<file path="config.mk">
export PLATFORM = sky130hd
export DESIGN_NAME = jtcontra_vtimer_adj
export DESIGN_NICKNAME = d
export VERILOG_FILES = /design/src/rtl/jtcontra_vtimer_adj.sv
export SDC_FILE = /design/constraint.sdc
export NUM_CORES = 1
export LEC_CHECK = 0
export BUFFER_PORTS_ARGS = -buffer_cell sky130_fd_sc_hd__buf_2
export CAP_MARGIN = 20
export CORE_ASPECT_RATIO = 0.75
export CORE_MARGIN = 3
export CORE_UTILIZATION = 50
export CTS_CLUSTER_SIZE = 12
export DETAILED_ROUTE_END_ITERATION = 10
export PLACE_DENSITY = 0.77
export SLEW_MARGIN = 0
export SYNTH_ARGS = -nofsm -noshare
export SYNTH_HDL_FRONTEND = slang
export SYNTH_SLANG_ARGS = --single-unit
</file>
<file path="constraint.sdc">
create_clock -name clk -period 2.55 [get_ports clk]
set_clock_uncertainty 0.1 [all_clocks]
set_input_delay 0.51 -clock clk [delete_from_list [all_inputs] [get_ports clk]]
set_output_delay 0.51 -clock clk [all_outputs]
set_load 0.005 [all_outputs]
</file>
<file path="src/rtl/jtcontra_vtimer_adj.sv">
// jtcontra_vtimer_adj
// Parametrised video timing generator. From a single pixel clock enable it
// produces the pixel/line counters, the look-ahead render lines, the blanking
// and sync flags, a delayed copy of the blanking flags and a frame counter.
// The horizontal sync position can be moved at runtime by hs_ofs. The new
// offset only takes effect at the start of a frame.
//
// Ports
//   rst        asynchronous active-high reset
//   clk        system clock
//   pxl_cen    pixel clock enable; all state holds while low
//   hs_ofs     signed HS offset in pixels (-8..+7), sampled at frame start
//   hdump      current pixel, H_START..H_END
//   vdump      current line, V_START..V_END
//   vrender    vdump+1, wrapped into V_START..V_END
//   vrender1   vdump+2, wrapped into V_START..V_END
//   LHBL/LVBL  active-low horizontal/vertical blanking
//   LHBL_dly/LVBL_dly  blanking delayed by DLY pixel ticks
//   HS/VS      active-high sync
//   Hinit      high while hdump==H_END
//   Vinit      high while hdump==H_END and vdump==V_END
//   frame      frame counter, wraps at 256
module jtcontra_vtimer_adj #(
    parameter int H_START  = 0,
    parameter int H_END    = 383,
    parameter int HB_START = 279,
    parameter int HB_END   = 383,
    parameter int HS_START = 300,
    parameter int HS_END   = 332,
    parameter int V_START  = 0,
    parameter int V_END    = 263,
    parameter int VB_START = 240,
    parameter int VB_END   = 16,
    parameter int VS_START = 250,
    parameter int VS_END   = 253,
    parameter int DLY      = 2
) (
    input  logic       rst,
    input  logic       clk,
    input  logic       pxl_cen,
    input  logic [3:0] hs_ofs,
    output logic [8:0] hdump,
    output logic [8:0] vdump,
    output logic [8:0] vrender,
    output logic [8:0] vrender1,
    output logic       LHBL,
    output logic       LVBL,
    output logic       LHBL_dly,
    output logic       LVBL_dly,
    output logic       HS,
    output logic       VS,
    output logic       Hinit,
    output logic       Vinit,
    output logic [7:0] frame
);

    localparam int HLEN = H_END - H_START + 1;
    localparam int VLEN = V_END - V_START + 1;

    logic [3:0]        ofs_l;
    logic              h_wrap, v_wrap;
    logic [8:0]        h_nxt, v_nxt;
    logic signed [10:0] ofs_x, hs_a_raw, hs_b_raw;
    logic [8:0]        hs_a, hs_b;
    logic [9:0]        vr_raw, vr1_raw;
    logic [DLY-1:0]    lhbl_pipe, lvbl_pipe;

    // Bring an offset sync position back into H_START..H_END.
    function automatic logic [8:0] hfold(input logic signed [10:0] v);
        if (v > 11'(H_END))
            return 9'(v - 11'(HLEN));
        else if (v < 11'(H_START))
            return 9'(v + 11'(HLEN));
        else
            return 9'(v);
    endfunction

    assign ofs_x    = {{7{ofs_l[3]}}, ofs_l};
    assign hs_a_raw = 11'(HS_START) + ofs_x;
    assign hs_b_raw = 11'(HS_END) + ofs_x;
    assign hs_a     = hfold(hs_a_raw);
    assign hs_b     = hfold(hs_b_raw);

    // Next counter values; flags are decoded from these so that each flag
    // changes on the same edge as the counter reaching its trigger value.
    assign h_wrap = (hdump == 9'(H_END));
    assign v_wrap = h_wrap && (vdump == 9'(V_END));
    assign h_nxt  = h_wrap ? 9'(H_START) : hdump + 9'd1;
    assign v_nxt  = h_wrap ? (v_wrap ? 9'(V_START) : vdump + 9'd1) : vdump;

    assign Hinit = h_wrap;
    assign Vinit = v_wrap;

    assign vr_raw   = {1'b0, vdump} + 10'd1;
    assign vr1_raw  = {1'b0, vdump} + 10'd2;
    assign vrender  = (vr_raw  > 10'(V_END)) ? 9'(vr_raw  - 10'(VLEN)) : vr_raw[8:0];
    assign vrender1 = (vr1_raw > 10'(V_END)) ? 9'(vr1_raw - 10'(VLEN)) : vr1_raw[8:0];

    assign LHBL_dly = lhbl_pipe[DLY-1];
    assign LVBL_dly = lvbl_pipe[DLY-1];

    always_ff @(posedge clk or posedge rst) begin
        if (rst) begin
            hdump     <= 9'(H_START);
            vdump     <= 9'(V_START);
            frame     <= 8'd0;
            ofs_l     <= 4'd0;
            LHBL      <= 1'b0;
            LVBL      <= 1'b0;
            HS        <= 1'b0;
            VS        <= 1'b0;
            lhbl_pipe <= '0;
            lvbl_pipe <= '0;
        end else if (pxl_cen) begin
            hdump <= h_nxt;
            vdump <= v_nxt;
            if (v_wrap) begin
                frame <= frame + 8'd1;
                ofs_l <= hs_ofs;
            end

            if (h_nxt == 9'(HB_START))
                LHBL <= 1'b0;
            else if (h_nxt == 9'(HB_END))
                LHBL <= 1'b1;

            if (h_nxt == hs_a)
                HS <= 1'b1;
            else if (h_nxt == hs_b)
                HS <= 1'b0;

            // Vertical flags only move on a line boundary.
            if (h_wrap) begin
                if (v_nxt == 9'(VB_START))
                    LVBL <= 1'b0;
                else if (v_nxt == 9'(VB_END))
                    LVBL <= 1'b1;

                if (v_nxt == 9'(VS_START))
                    VS <= 1'b1;
                else if (v_nxt == 9'(VS_END))
                    VS <= 1'b0;
            end

            lhbl_pipe[0] <= LHBL;
            lvbl_pipe[0] <= LVBL;
            for (int i = 1; i < DLY; i++) begin
                lhbl_pipe[i] <= lhbl_pipe[i-1];
                lvbl_pipe[i] <= lvbl_pipe[i-1];
            end
        end
    end

endmodule

</file>
; ---- After elaboration in Yosys (flattened, before gate mapping)
; Cells that the tools add are included.
[op_classes]
addsub = 13
n_lt_le_gt_ge = 6
eq_ne = 10
n_mux = 17
reduce_logical = 10
[op_table]
columns = operator, n
row1 = $mux W9, 9
row2 = $eq A9 B9 Y1 const B, 4
row3 = $eq A9 B8 Y1 const B, 3
row4 = $add A10 B4 Y11 const A, 2
row5 = $gt A11 B10 Y1 const B, 2
row6 = $lt A11 B1 Y1 const B, 2
row7 = $gt A10 B9 Y1 const B, 2
row8 = $add A9 B1 Y9 const B, 2
row9 = $add A9 B8 Y9 const B, 2
row10 = $eq A9 B9 Y1, 2
row11 = $sub A9 B8 Y9 const B, 2
row12 = $sub A9 B9 Y9 const B, 2
row13 = $add A9 B1 Y10 const B, 1
row14 = $add A9 B2 Y10 const B, 1
row15 = $eq A9 B5 Y1 const B, 1
row16 = $add A8 B1 Y8 const B, 1
row17 = $mux W1, 8
row18 = $reduce_bool A2 Y1, 4
row19 = $reduce_and A2 Y1, 3
row20 = $reduce_and A3 Y1, 2
row21 = $logic_and A1 B1 Y1, 1
[word_totals]
register_bits = 38
in_bits = 7
out_inout_bits = 52
wordCells = 66

; ---- Depth between registers and ports, before layout
; Gate-level depths: netlist of run 1.
[logic_depth]
word_depth = 7
ltp_mapped = 10
mapped_depth_nobuf = 8

; ---- Worst setup path after synthesis of run 1
; No wires, ideal clock.
[synth_timing]
path_kind = register to output
from = reg vdump[1]
to = out vrender[4]
arrival_time_ns = 2.236
required_time_ns = 1.940
path_slack_ns = -0.296
path_stages_with_launch = 9
cell_sequence = dfrtp_1 > ha_1 > clkbuf_1 > nand3_1 > or3_1 > and2_1 > a31oi_1 > or2_2 > mux2i_1
[synth_via]
elab_chain_len = 3
elab_cells_between_ends = 4
classes_between = add/sub: 2 / order compare: 1 / mux: 1
[synth_rtl]
columns = element, line_no
row1 = start: declaration, 43  ; output logic [8:0] vdump,
row2 = start signal: assignment, 105  ; vdump <= 9'(V_START);
row3 = start signal: assignment, 116  ; vdump <= v_nxt;
row4 = $add A9 B1 Y10 *, 94  ; assign vr_raw = {1'b0, vdump} + 10'd1;
row5 = $sub A9 B9 Y9 / $gt A10 B9 Y1 (equally long branches), 96  ; assign vrender = (vr_raw > 10'(V_END)) ? 9'(vr_raw - 10'(VLEN)) : vr_raw[8:0];
row6 = $mux W9 *, 96
row7 = end: declaration, 44  ; output logic [8:0] vrender,
; Every way passes the cells marked *; elsewhere a longest branch is shown, timed or not.

; ---- Worst setup path in the final report of run 1
[layout_timing]
from = reg vdump[1]
to = out vrender1[7]
[layout_via]
elab_chain_len = 3
elab_cells_between_ends = 4
classes_between = add/sub: 2 / order compare: 1 / mux: 1
[layout_rtl]
columns = element, line_no
row1 = $add A9 B2 Y10 *, 95  ; assign vr1_raw = {1'b0, vdump} + 10'd2;
row2 = $sub A9 B9 Y9 / $gt A10 B9 Y1 (equally long branches), 97  ; assign vrender1 = (vr1_raw > 10'(V_END)) ? 9'(vr1_raw - 10'(VLEN)) : vr1_raw[8:0];
row3 = $mux W9 *, 97
row4 = end: declaration, 45  ; output logic [8:0] vrender1,
; Marked as above.

==> run summary, run 1 <==
## Status
• finished with violations — status
• negative setup slack — failing checks

## Pwr
• 1.86 nW — reported leakage power
• 0.427 mV — Worst VDD drop
• 0.00192 W — Pwr Total
• 482 mW/mm² — ratio of total power to cell area

## Routing
• 18.1 µm — average wire per standard cell
• 8.99 mm — wire length after detailed routing
• 402 — DRT iter0 DRCs
• 0 — antenna violation net count after detailed routing
• 0 — number of design rule violations left after detail routing
• 2940 — routed via count
• 6 — number of search-and-repair iterations in the first detailed-routing pass
• 5.93 — via density per instance

## Worst setup path
• 0 ps — Reg2Reg Setup Slack
• LVBL — FF-to-FF End
• sky130_fd_sc_hd__dfrtp_2 — critical path's slowest cell
• flop — Critical Path Source Type
• output pin — Worst setup EP type
• 1940 ps — required time of the critical path
• 2230 ps — signal arrival time at the worst endpoint
• vrender1[7] — capturing element of the worst setup path
• 460 ps — Slowest Stage Delay on Critical Path
• buf_4 -> a211o_1 -> a21oi_2 -> a21o_1 -> a31oi_4 -> o2111ai_2 -> xor2_1 -> buf_2 — Critical Path, Cell by Cell
• vdump[1] — Reg-to-Reg Start
• 10 — worst reg2reg path depth
• vdump[1] — launching element of the worst setup path
• reg2out — CP Class
• 5 — crit path max fanout

## Clocking
• 38 — number of clock sinks
• sky130_fd_sc_hd__clkbuf_8 — root buffer cell
• 90 ps — clock edge transition at the registers on the reported setup and hold paths
• 5 — TritonCTS Buffers
• 310 ps — later-pin clock latency in the skew report
• built — CTS tree
• 2 — maximum level of the CTS H-tree
• 2 — largest buffer count on any clock path

## Min path
• in2async — worst min-delay path class

## Floorplanning
• 0.00506 mm² — core box area
• 22 — cell row count
• 59 — number of top-level pins
• 69.7 µm — DIE HEIGHT
• 0.533 — Starting Density
• 0.00633 mm² — Die Outline Area
• 90.9 µm — horizontal die dimension

## Layout
• 47.8% — signed area change from the synthesized netlist to the final layout
• 440 — nets@finish
• 0.462 — ratio of cells with drive above 1 in the final layout
• sky130_fd_sc_hd__buf_4 — commonest non-fill, non-tap cell in the layout
• 496 — final cell count without fillers
• 0 — count of antenna diodes in the layout
• sky130_fd_sc_hd__buf_4 (59), sky130_fd_sc_hd__buf_2 (58), sky130_fd_sc_hd__dfrtp_1 (33) — most used cells in the layout excluding fill and tap cells

## Logic synthesis
• 0 — count of warnings emitted by yosys
• 0.00270 mm² — post-synthesis instance area
• 0.352 — sequential element share of the synthesized area
• 1.00 — share of flip-flops with an asynchronous set or reset
• 49 — distinct cell type count after synthesis
• 8.66 µm² — Syn Area/Cell
• 0 — count of flip-flops with a built-in enable after synthesis
• 312 — cell count after synthesis
• 329 — Syn Nets
• sky130_fd_sc_hd__dfrtp_1 — most used flip-flop cell after synthesis
• 38 — #FFs+latches synth

## Timing
• 610 ps — Least-Margin Pin Slew
• 0.591 — Relative slew margins
• yes — unrepaired setup endpoints after global routing
• 0 — Final Max Tran Viols
• 0 — total count of hold-check failures in the final report
• 1.11 — final critical-path share of the clock period
• 13 — final-report setup violation count
• 352 MHz — maximum clock frequency
• -291 ps — smallest setup slack after layout
• 195 ps — WHS
• 2840 ps — min Tclk post-route

## GRT
• 0 — total global routing overflow
• 0.271 — global routing usage summed across all routing layers
• 39 — largest net degree at the start of global routing
• 13.9 mm — global-route wire length before repair
• 0 — number of antenna violations at the first check in global routing
• 2761 — vias in the first global route

## Place
• 58 — quantity of I/O buffers inserted on ports
• 5.65 mm — half-perimeter wire length after detailed placement
• 0.973 — routability congestion estimate
• 470 — Placed Cells

## Run
• 0 — max-cap violations

## cell families after synthesis
kind of cell / after synthesis / synth area share
and+or+nand+nor: 111 / 0.214
muxes: 13 / 0.0523
adders and majority gates: 10 / 0.0463
buffers and inverters: 35 / 0.0528
DFF: 38 / 0.352
AOI/OAI and AO/OA: 65 / 0.153
xor gates and xnor gates: 40 / 0.130
## how the worst min path moves through the flow
stage	startpoint	endpoint	slack [ps]	depth (start not counted)
finish	rst	frame[6]	200	3
global route	rst	vdump[0]	240	3
CTS	rst	frame[6]	220	3
detailed placement	frame[7]	frame[7]	370	1
global placement	frame[7]	frame[7]	370	1
floorplan	frame[7]	frame[7]	370	1
## power breakdown
part / switching, W / total, W / internal (W)
Sequential: 0.0000512 / 0.000705 / 0.000653
Clock: 0.000243 / 0.000635 / 0.000392
Combinational: 0.000324 / 0.000584 / 0.000260
## final cells by class
cell class | count | area [µm²]
timing repair buffer | 124 | 812
multi-input combinational | 239 | 1940
sequential | 38 | 957
tap | 72 | 90.1
fill | 345 | 1070
clock inverter | 3 | 68.8
inverter | 15 | 56.3
clock buffer | 5 | 68.8
## critical path, delay by kind of cell, from the launching register on
kind	cells	cell delay [ps]
buf+inv	2	310
compound gates	5	970
flops	1	460
xor+xnor	1	180
## sequential cells by signal, indices dropped and copies added, names as in the netlist
register,cells
hdump,9
LVBL,1
lvbl_pipe,2
HS,1
VS,1
LHBL,1
frame,8
lhbl_pipe,2
vdump,9
ofs_l,4
## per-stage QoR
stage	cell area, µm²	TNS [ps]	utilization	setup slack, ps
after detailed placement	3390	-153	0.670	-54.8
final	3990	-2570	0.789	-291
after global routing	3990	-3500	0.789	-370
after global placement	3390	-40.8	0.670	-22.2
after floorplan	2760	-9.16	-	-9.16
after CTS	3810	-1890	0.753	-265
## repair_timing
item,CTS,global route
hold buffers,0,0
buffers inserted,15,5
pin swaps,17,15
endpoints found under the setup margin,12,14
gates resized for setup,38,27
## synth_stat cells (3+ instances only)
cell type	instances	area share
sky130_fd_sc_hd__o21ai_0	23	0.043
sky130_fd_sc_hd__mux2i_1	4	0.015
sky130_fd_sc_hd__inv_1	14	0.019
sky130_fd_sc_hd__a31oi_1	8	0.019
sky130_fd_sc_hd__o31ai_1	4	0.011
sky130_fd_sc_hd__nor3_1	6	0.011
sky130_fd_sc_hd__and4_1	3	0.0097
sky130_fd_sc_hd__nand2_1	32	0.044
sky130_fd_sc_hd__xnor2_1	26	0.084
sky130_fd_sc_hd__nor2_1	22	0.031
sky130_fd_sc_hd__nand3_1	16	0.030
sky130_fd_sc_hd__or2_2	5	0.012
sky130_fd_sc_hd__xor2_1	14	0.045
sky130_fd_sc_hd__nor4_1	5	0.012
sky130_fd_sc_hd__clkbuf_1	11	0.015
sky130_fd_sc_hd__ha_1	10	0.046
sky130_fd_sc_hd__buf_2	4	0.0074
sky130_fd_sc_hd__dfrtp_1	38	0.35
sky130_fd_sc_hd__mux2_2	9	0.038
sky130_fd_sc_hd__nand4_1	7	0.016
sky130_fd_sc_hd__a21oi_1	12	0.022
## per-layer routing
metal,global-route usage,routed length (µm),share of wire,up-vias
met5,0,0,0,-
met4,0.0870,190,0.021,0
met3,0.0466,757,0.084,31
met2,0.423,4160,0.46,169
met1,0.383,3880,0.43,1406
li1,-,-,-,1334
(Power assumes the default switching activity.)
==> inputs of run 2 (changes only) <==
--- a/config.mk
+++ b/config.mk
@@ -9,11 +9,11 @@
 export CAP_MARGIN = 20
 export CORE_ASPECT_RATIO = 0.75
 export CORE_MARGIN = 3
-export CORE_UTILIZATION = 50
+export CORE_UTILIZATION = 55
 export CTS_CLUSTER_SIZE = 12
 export DETAILED_ROUTE_END_ITERATION = 10
-export PLACE_DENSITY = 0.77
-export SLEW_MARGIN = 0
+export PLACE_DENSITY = 0.81
+export SLEW_MARGIN = 15
 export SYNTH_ARGS = -nofsm -noshare
 export SYNTH_HDL_FRONTEND = slang
 export SYNTH_SLANG_ARGS = --single-unit
==> constraint.sdc (replaced) <==
create_clock -name clk -period 3 [get_ports clk]
set_clock_uncertainty 0.1 [all_clocks]
set_input_delay 0.6 -clock clk [delete_from_list [all_inputs] [get_ports clk]]
set_output_delay 0.6 -clock clk [all_outputs]
set_load 0.005 [all_outputs]
==> run summary, run 2 (synthesized netlist as in run 1, its figures left out) <==
## Status
• finished, final reports clean — status

## Clocking
• 290 ps — later-pin clock latency in the skew report, -20 ps
• 5 — TritonCTS Buffers, unchanged
• sky130_fd_sc_hd__clkbuf_8 — root buffer cell
• 2 — maximum level of the CTS H-tree, unchanged
• 38 — number of clock sinks, unchanged
• 80 ps — clock edge transition at the registers on the reported setup and hold paths, about the same
• 2 — largest buffer count on any clock path, unchanged
• built — CTS tree

## Routing
• 16.2 µm — average wire per standard cell, -11%
• 7.07 mm — wire length after detailed routing, -21%
• 5 — number of search-and-repair iterations in the first detailed-routing pass, -1
• 6.08 — via density per instance, +2.6%
• 2657 — routed via count, -9.6%
• 0 — antenna violation net count after detailed routing, unchanged
• 0 — number of design rule violations left after detail routing, unchanged
• 311 — DRT iter0 DRCs, -23%

## Worst setup path
• sky130_fd_sc_hd__dfrtp_2 — critical path's slowest cell
• 450 ps — Slowest Stage Delay on Critical Path, about the same
• hdump[0] — Reg-to-Reg Start
• 6 — worst reg2reg path depth, -4
• 4 — crit path max fanout, -1
• ha_4 -> a211o_1 -> o21a_1 -> o21ai_2 -> a31oi_2 -> or2_4 -> mux2i_1 -> buf_2 — Critical Path, Cell by Cell
• 2300 ps — required time of the critical path, +360 ps
• flop — Critical Path Source Type
• VS — FF-to-FF End
• 2210 ps — signal arrival time at the worst endpoint, -20 ps
• reg2out — CP Class
• output pin — Worst setup EP type
• 160 ps — Reg2Reg Setup Slack, +160 ps

## Pwr
• 0.546 mV — Worst VDD drop, +28%
• 1.58 nW — reported leakage power, -15%
• 414 mW/mm² — ratio of total power to cell area, -14%

## Min path
• in2async — worst min-delay path class

## GRT
• 39 — largest net degree at the start of global routing, unchanged
• 0.256 — global routing usage summed across all routing layers, -0.0156
• 0 — number of antenna violations at the first check in global routing, unchanged
• 0 — total global routing overflow, unchanged
• 2368 — vias in the first global route, -14%
• 11.7 mm — global-route wire length before repair, -16%

## Floorplanning
• 0.587 — Starting Density, +0.0541
• 66.7 µm — DIE HEIGHT, -4.2%
• 0.00460 mm² — core box area, -9.2%
• 0.00580 mm² — Die Outline Area, -8.4%
• 59 — number of top-level pins, unchanged
• 21 — cell row count, -4.5%
• 86.9 µm — horizontal die dimension, -4.3%

## Layout
• 396 — nets@finish, -10%
• 0.00333 mm² — cell area after layout, -17%
• 0.00169 mm² — multi-input logic area, -13%
• hdump: 9 flops, vdump: 9 flops, frame: 8 flops — largest registers
• 956 µm² — total area of sequential cells, -0.13%
• 437 — final cell count without fillers, -12%
• 343 — # fillers, -0.58%
• sky130_fd_sc_hd__buf_2 — commonest non-fill, non-tap cell in the layout
• 0.326 — ratio of cells with drive above 1 in the final layout, -0.136
• sky130_fd_sc_hd__buf_2 (58), sky130_fd_sc_hd__dfrtp_1 (34), sky130_fd_sc_hd__nand2_1 (32) — most used cells in the layout excluding fill and tap cells
• 0 — count of antenna diodes in the layout, unchanged
• 23.2% — signed area change from the synthesized netlist to the final layout

## Place
• 58 — quantity of I/O buffers inserted on ports, unchanged
• 0.00313 mm² — Post-Place Cell Area, -7.7%
• 5.24 mm — half-perimeter wire length after detailed placement, -7.3%
• 428 — Placed Cells, -8.9%
• 1.01 — routability congestion estimate, +4.0%

## Timing
• 302 ps — WHS, +107 ps
• 0 — Final Max Tran Viols, unchanged
• 0 — total count of hold-check failures in the final report, unchanged
• 0 — final-report setup violation count, -13
• 0.969 — final critical-path share of the clock period
• 469 ps — Least-Margin Pin Slew, -140 ps
• yes — unrepaired setup endpoints after global routing
• 0.686 — Relative slew margins, +0.0957
• 2910 ps — min Tclk post-route
• 344 MHz — maximum clock frequency
• 0 ps — total negative setup slack, +2570 ps

## Run
• 0 — max-cap violations, unchanged

-- run 2: cell types whose count changed in the layout (fill, tap and decap cells not counted), moves of 3 or more --
cell	delta
sky130_fd_sc_hd__buf_4	-38
sky130_fd_sc_hd__buf_6	-6
sky130_fd_sc_hd__nand2_1	+3
sky130_fd_sc_hd__nand3_1	+3
sky130_fd_sc_hd__nor2_4	-4
sky130_fd_sc_hd__xnor2_1	+5
sky130_fd_sc_hd__xnor2_2	-3
-- run 2: layer usage --
| layer | global-route usage | vias to the layer above | routed length (µm) |
|---|---|---|---|
| met1 | 0.378 | 1231 | 3310 |
| met5 | 0 | - | 0 |
| li1 | - | 1244 | - |
| met4 | 0.0603 | 0 | 110 |
| met2 | 0.378 | 161 | 2960 |
| met3 | 0.0544 | 21 | 694 |
-- run 2: how the worst max path moves through the flow --
stage | start | end | slack, ps | depth (start not counted)
after CTS | vdump[1] | vrender[4] | 30 | 8
after detailed placement | hdump[1] | VS | 190 | 6
after global routing | vdump[0] | vrender[4] | -10 | 8
after floorplan | vdump[1] | vrender[4] | 60 | 8
after global placement | hdump[1] | VS | 250 | 6
final | vdump[1] | vrender[4] | 90 | 8
-- run 2: critical path: cells and delay by family (launching register included) --
family | cells | cell delay, ps
flops | 1 | 450
buf+inv | 1 | 130
compound gates | 4 | 740
fa+ha+maj | 1 | 180
simple gates | 1 | 270
mux | 1 | 140
-- run 2: layout make-up --
| cell class | count | share of cell area |
|---|---|---|
| sequential | 38 | 0.287 |
| tap | 57 | 0.0214 |
| clock inverter | 2 | 0.00376 |
| inverter | 15 | 0.0169 |
| clock buffer | 6 | 0.0248 |
| timing repair buffer | 80 | 0.138 |
| multi-input combinational | 239 | 0.508 |
-- run 2: per-stage QoR --
step / setup WS, ps / power, W / util
finish: 92.7 / 0.00138 / 0.724
global route: -11.9 / 0.00146 / 0.724
CTS: 34.6 / 0.00138 / 0.710
detailed placement: 186 / 0.00101 / 0.682
global placement: 255 / 0.000997 / 0.682
floorplan: 64.4 / 0.000919 / -
-- run 2: power breakdown --
group	switching [W]	total, W	internal (W)
Clock	0.000185	0.000370	0.000185
Combinational	0.000188	0.000348	0.000161
Sequential	0.000104	0.000659	0.000555
-- run 2: what timing repair did --
item	4_1_cts	5_1_grt
hold endpoints to repair	0	0
resized for setup	9	15
setup buffers	0	1
endpoints found under the setup margin	4	9
pin swaps	0	0
hold buffers	0	0
==> inputs of run 3 (changes only) <==
--- a/config.mk
+++ b/config.mk
@@ -7,12 +7,14 @@
 export LEC_CHECK = 0
 export BUFFER_PORTS_ARGS = -buffer_cell sky130_fd_sc_hd__buf_2
 export CAP_MARGIN = 20
+export CELL_PAD_IN_SITES_DETAIL_PLACEMENT = 2
+export CELL_PAD_IN_SITES_GLOBAL_PLACEMENT = 2
 export CORE_ASPECT_RATIO = 0.75
 export CORE_MARGIN = 3
-export CORE_UTILIZATION = 55
+export CORE_UTILIZATION = 32
 export CTS_CLUSTER_SIZE = 12
 export DETAILED_ROUTE_END_ITERATION = 10
-export PLACE_DENSITY = 0.81
+export PLACE_DENSITY_LB_ADDON = 0.1
 export SLEW_MARGIN = 15
 export SYNTH_ARGS = -nofsm -noshare
 export SYNTH_HDL_FRONTEND = slang
==> run summary, run 3 (synthesized netlist as in run 1, its figures left out) <==
## Status
• finished with violations — status
• negative setup slack — failing checks

## Layout
• hdump: 9 flops, vdump: 9 flops, frame: 8 flops — largest registers
• 0 — count of antenna diodes in the layout, unchanged
• 419 — nets@finish, +5.8%
• sky130_fd_sc_hd__buf_2 — commonest non-fill, non-tap cell in the layout
• 0.469 — utilization after layout, -0.255
• 0.409 — ratio of cells with drive above 1 in the final layout, +0.0831
• 890 — # fillers, +160%
• 39.9% — signed area change from the synthesized netlist to the final layout
• sky130_fd_sc_hd__buf_2 (58), sky130_fd_sc_hd__buf_4 (41), sky130_fd_sc_hd__dfrtp_1 (33) — most used cells in the layout excluding fill and tap cells

## Pwr
• 0.00161 W — Pwr Total, +17%
• 0.306 mV — Worst VDD drop, -44%
• 1.76 nW — reported leakage power, +12%
• 425 mW/mm² — ratio of total power to cell area, +2.7%

## Routing
• 120 — DRT iter0 DRCs, -61%
• 22.0 µm — average wire per standard cell, +36%
• 0 — antenna violation net count after detailed routing, unchanged
• 11.2 mm — wire length after detailed routing, +58%
• 4 — number of search-and-repair iterations in the first detailed-routing pass, -1
• 2829 — routed via count, +6.5%
• 5.57 — via density per instance, -8.4%
• 0 — number of design rule violations left after detail routing, unchanged

## GRT
• 2924 — vias in the first global route, +23%
• 0.205 — global routing usage summed across all routing layers, -0.0503
• 16.0 mm — global-route wire length before repair, +37%
• 39 — largest net degree at the start of global routing, unchanged
• 0 — total global routing overflow, unchanged
• 0 — number of antenna violations at the first check in global routing, unchanged

## Clocking
• 0 — hold_buf cts, unchanged
• 290 ps — later-pin clock latency in the skew report, about the same
• 2 — largest buffer count on any clock path, unchanged
• 5 — TritonCTS Buffers, unchanged
• built — CTS tree
• 60 ps — clock edge transition at the registers on the reported setup and hold paths, -20 ps
• 2 — maximum level of the CTS H-tree, unchanged
• 38 — number of clock sinks, unchanged
• sky130_fd_sc_hd__clkbuf_16 — root buffer cell

## Worst setup path
• reg2out — CP Class
• 2310 ps — signal arrival time at the worst endpoint, +100 ps
• output pin — Worst setup EP type
• 3 — number of buffers and inverters on the critical path, +2
• sky130_fd_sc_hd__dfrtp_1 — critical path's slowest cell
• buf_6 -> buf_4 -> a211o_1 -> a21oi_1 -> a21o_1 -> a31oi_4 -> o2111ai_2 -> xor2_1 -> buf_2 — Critical Path, Cell by Cell
• compound AO/OA/AOI/OAI gates — family with the most delay on the worst path
• 5 — crit path max fanout, +1
• 9 — Crit path depth, +1
• 430 ps — Slowest Stage Delay on Critical Path, -20 ps
• 8 — worst reg2reg path depth, +2
• 2300 ps — required time of the critical path, about the same
• flop — Critical Path Source Type

## Run
• 0 — max-cap violations, unchanged

## Timing
• 331 ps — WHS, +28.5 ps
• 0.638 — Relative slew margins, -0.0480
• 332 MHz — maximum clock frequency, -3.5%
• 0 — total count of hold-check failures in the final report, unchanged
• -11.5 ps — smallest setup slack after layout, -104 ps
• 1.00 — final critical-path share of the clock period, +0.0347
• 540 ps — Least-Margin Pin Slew, +70.8 ps
• yes — unrepaired setup endpoints after global routing
• -11.5 ps — total negative setup slack, -11.5 ps
• 1 — final-report setup violation count, +1
• 0 — Final Max Tran Viols, unchanged
• 3010 ps — min Tclk post-route, +104 ps

## Floorplanning
• 0.00806 mm² — core box area, +75%
• 28 — cell row count, +33%
• 0.00959 mm² — Die Outline Area, +65%
• 0.335 — Starting Density, -0.252
• 112 µm — horizontal die dimension, +29%
• 59 — number of top-level pins, unchanged
• 85.6 µm — DIE HEIGHT, +28%

## Place
• 7.35 mm — half-perimeter wire length after detailed placement, +40%
• 58 — quantity of I/O buffers inserted on ports, unchanged
• 0.833 — routability congestion estimate, -18%

## Min path
• in2async — worst min-delay path class

==> run 3: cell type report <==
| type | instances | area, µm² | area share |
|---|---|---|---|
| clock buffers | 6 | 129 | 0.0341 |
| clock inverters | 2 | 13.8 | 0.00364 |
| inverters | 15 | 56.3 | 0.0149 |
| multi-input cells | 239 | 1850 | 0.489 |
| flip-flops and latches | 38 | 957 | 0.253 |
| well taps | 105 | 131 | 0.0348 |
| repair buffers | 103 | 643 | 0.170 |
==> run 3: final timing paths <==
path	startpoint	endpoint	slack, ps
min in group clk	frame[7]	frame[7]	370
worst max-delay path	vdump[1]	vrender1[7]	-10
worst max register to register	hdump[0]	vdump[5]	140
worst min register to register	frame[7]	frame[7]	370
max in group asynchronous	rst	vdump[3]	2070
worst min-delay path	rst	frame[7]	330
==> run 3: tightest hold or removal path, cell delays in order <==
cell and delay (ps):
sky130_fd_sc_hd__buf_2 90, sky130_fd_sc_hd__inv_1 40, sky130_fd_sc_hd__buf_4 430
==> run 3: metal layers <==
layer	up-vias	wire [µm]	global-route usage
li1	1293	-	-
met1	1439	5210	0.317
met2	90	5280	0.316
met3	7	621	0.0303
met4	0	88	0.0164
met5	-	0	0
==> run 3: through the flow <==
stage                     instance area, µm²  instances  setup WS, ps
after floorplan                         2700        312          64.4
after global placement                  3250        483           251
after detailed placement                3250        483           104
after CTS                               3470        493         -28.6
after global routing                    3780        508         -90.1
final                                   3780        508         -11.5
==> run 3: report_power, final <==
part / switching (W) / total, W / leakage, nW / internal (W)
Clock: 0.000223 / 0.000531 / 0.0708 / 0.000309
Sequential: 0.000103 / 0.000658 / 0.495 / 0.000555
Combinational: 0.000238 / 0.000417 / 1.20 / 0.000178
==> run 3: repair_timing <==
item / 4_1_cts / 5_1_grt
setup endpoints to repair: 8 / 10
resized for setup: 14 / 40
buffers inserted: 2 / 15
pin swaps: 3 / 13
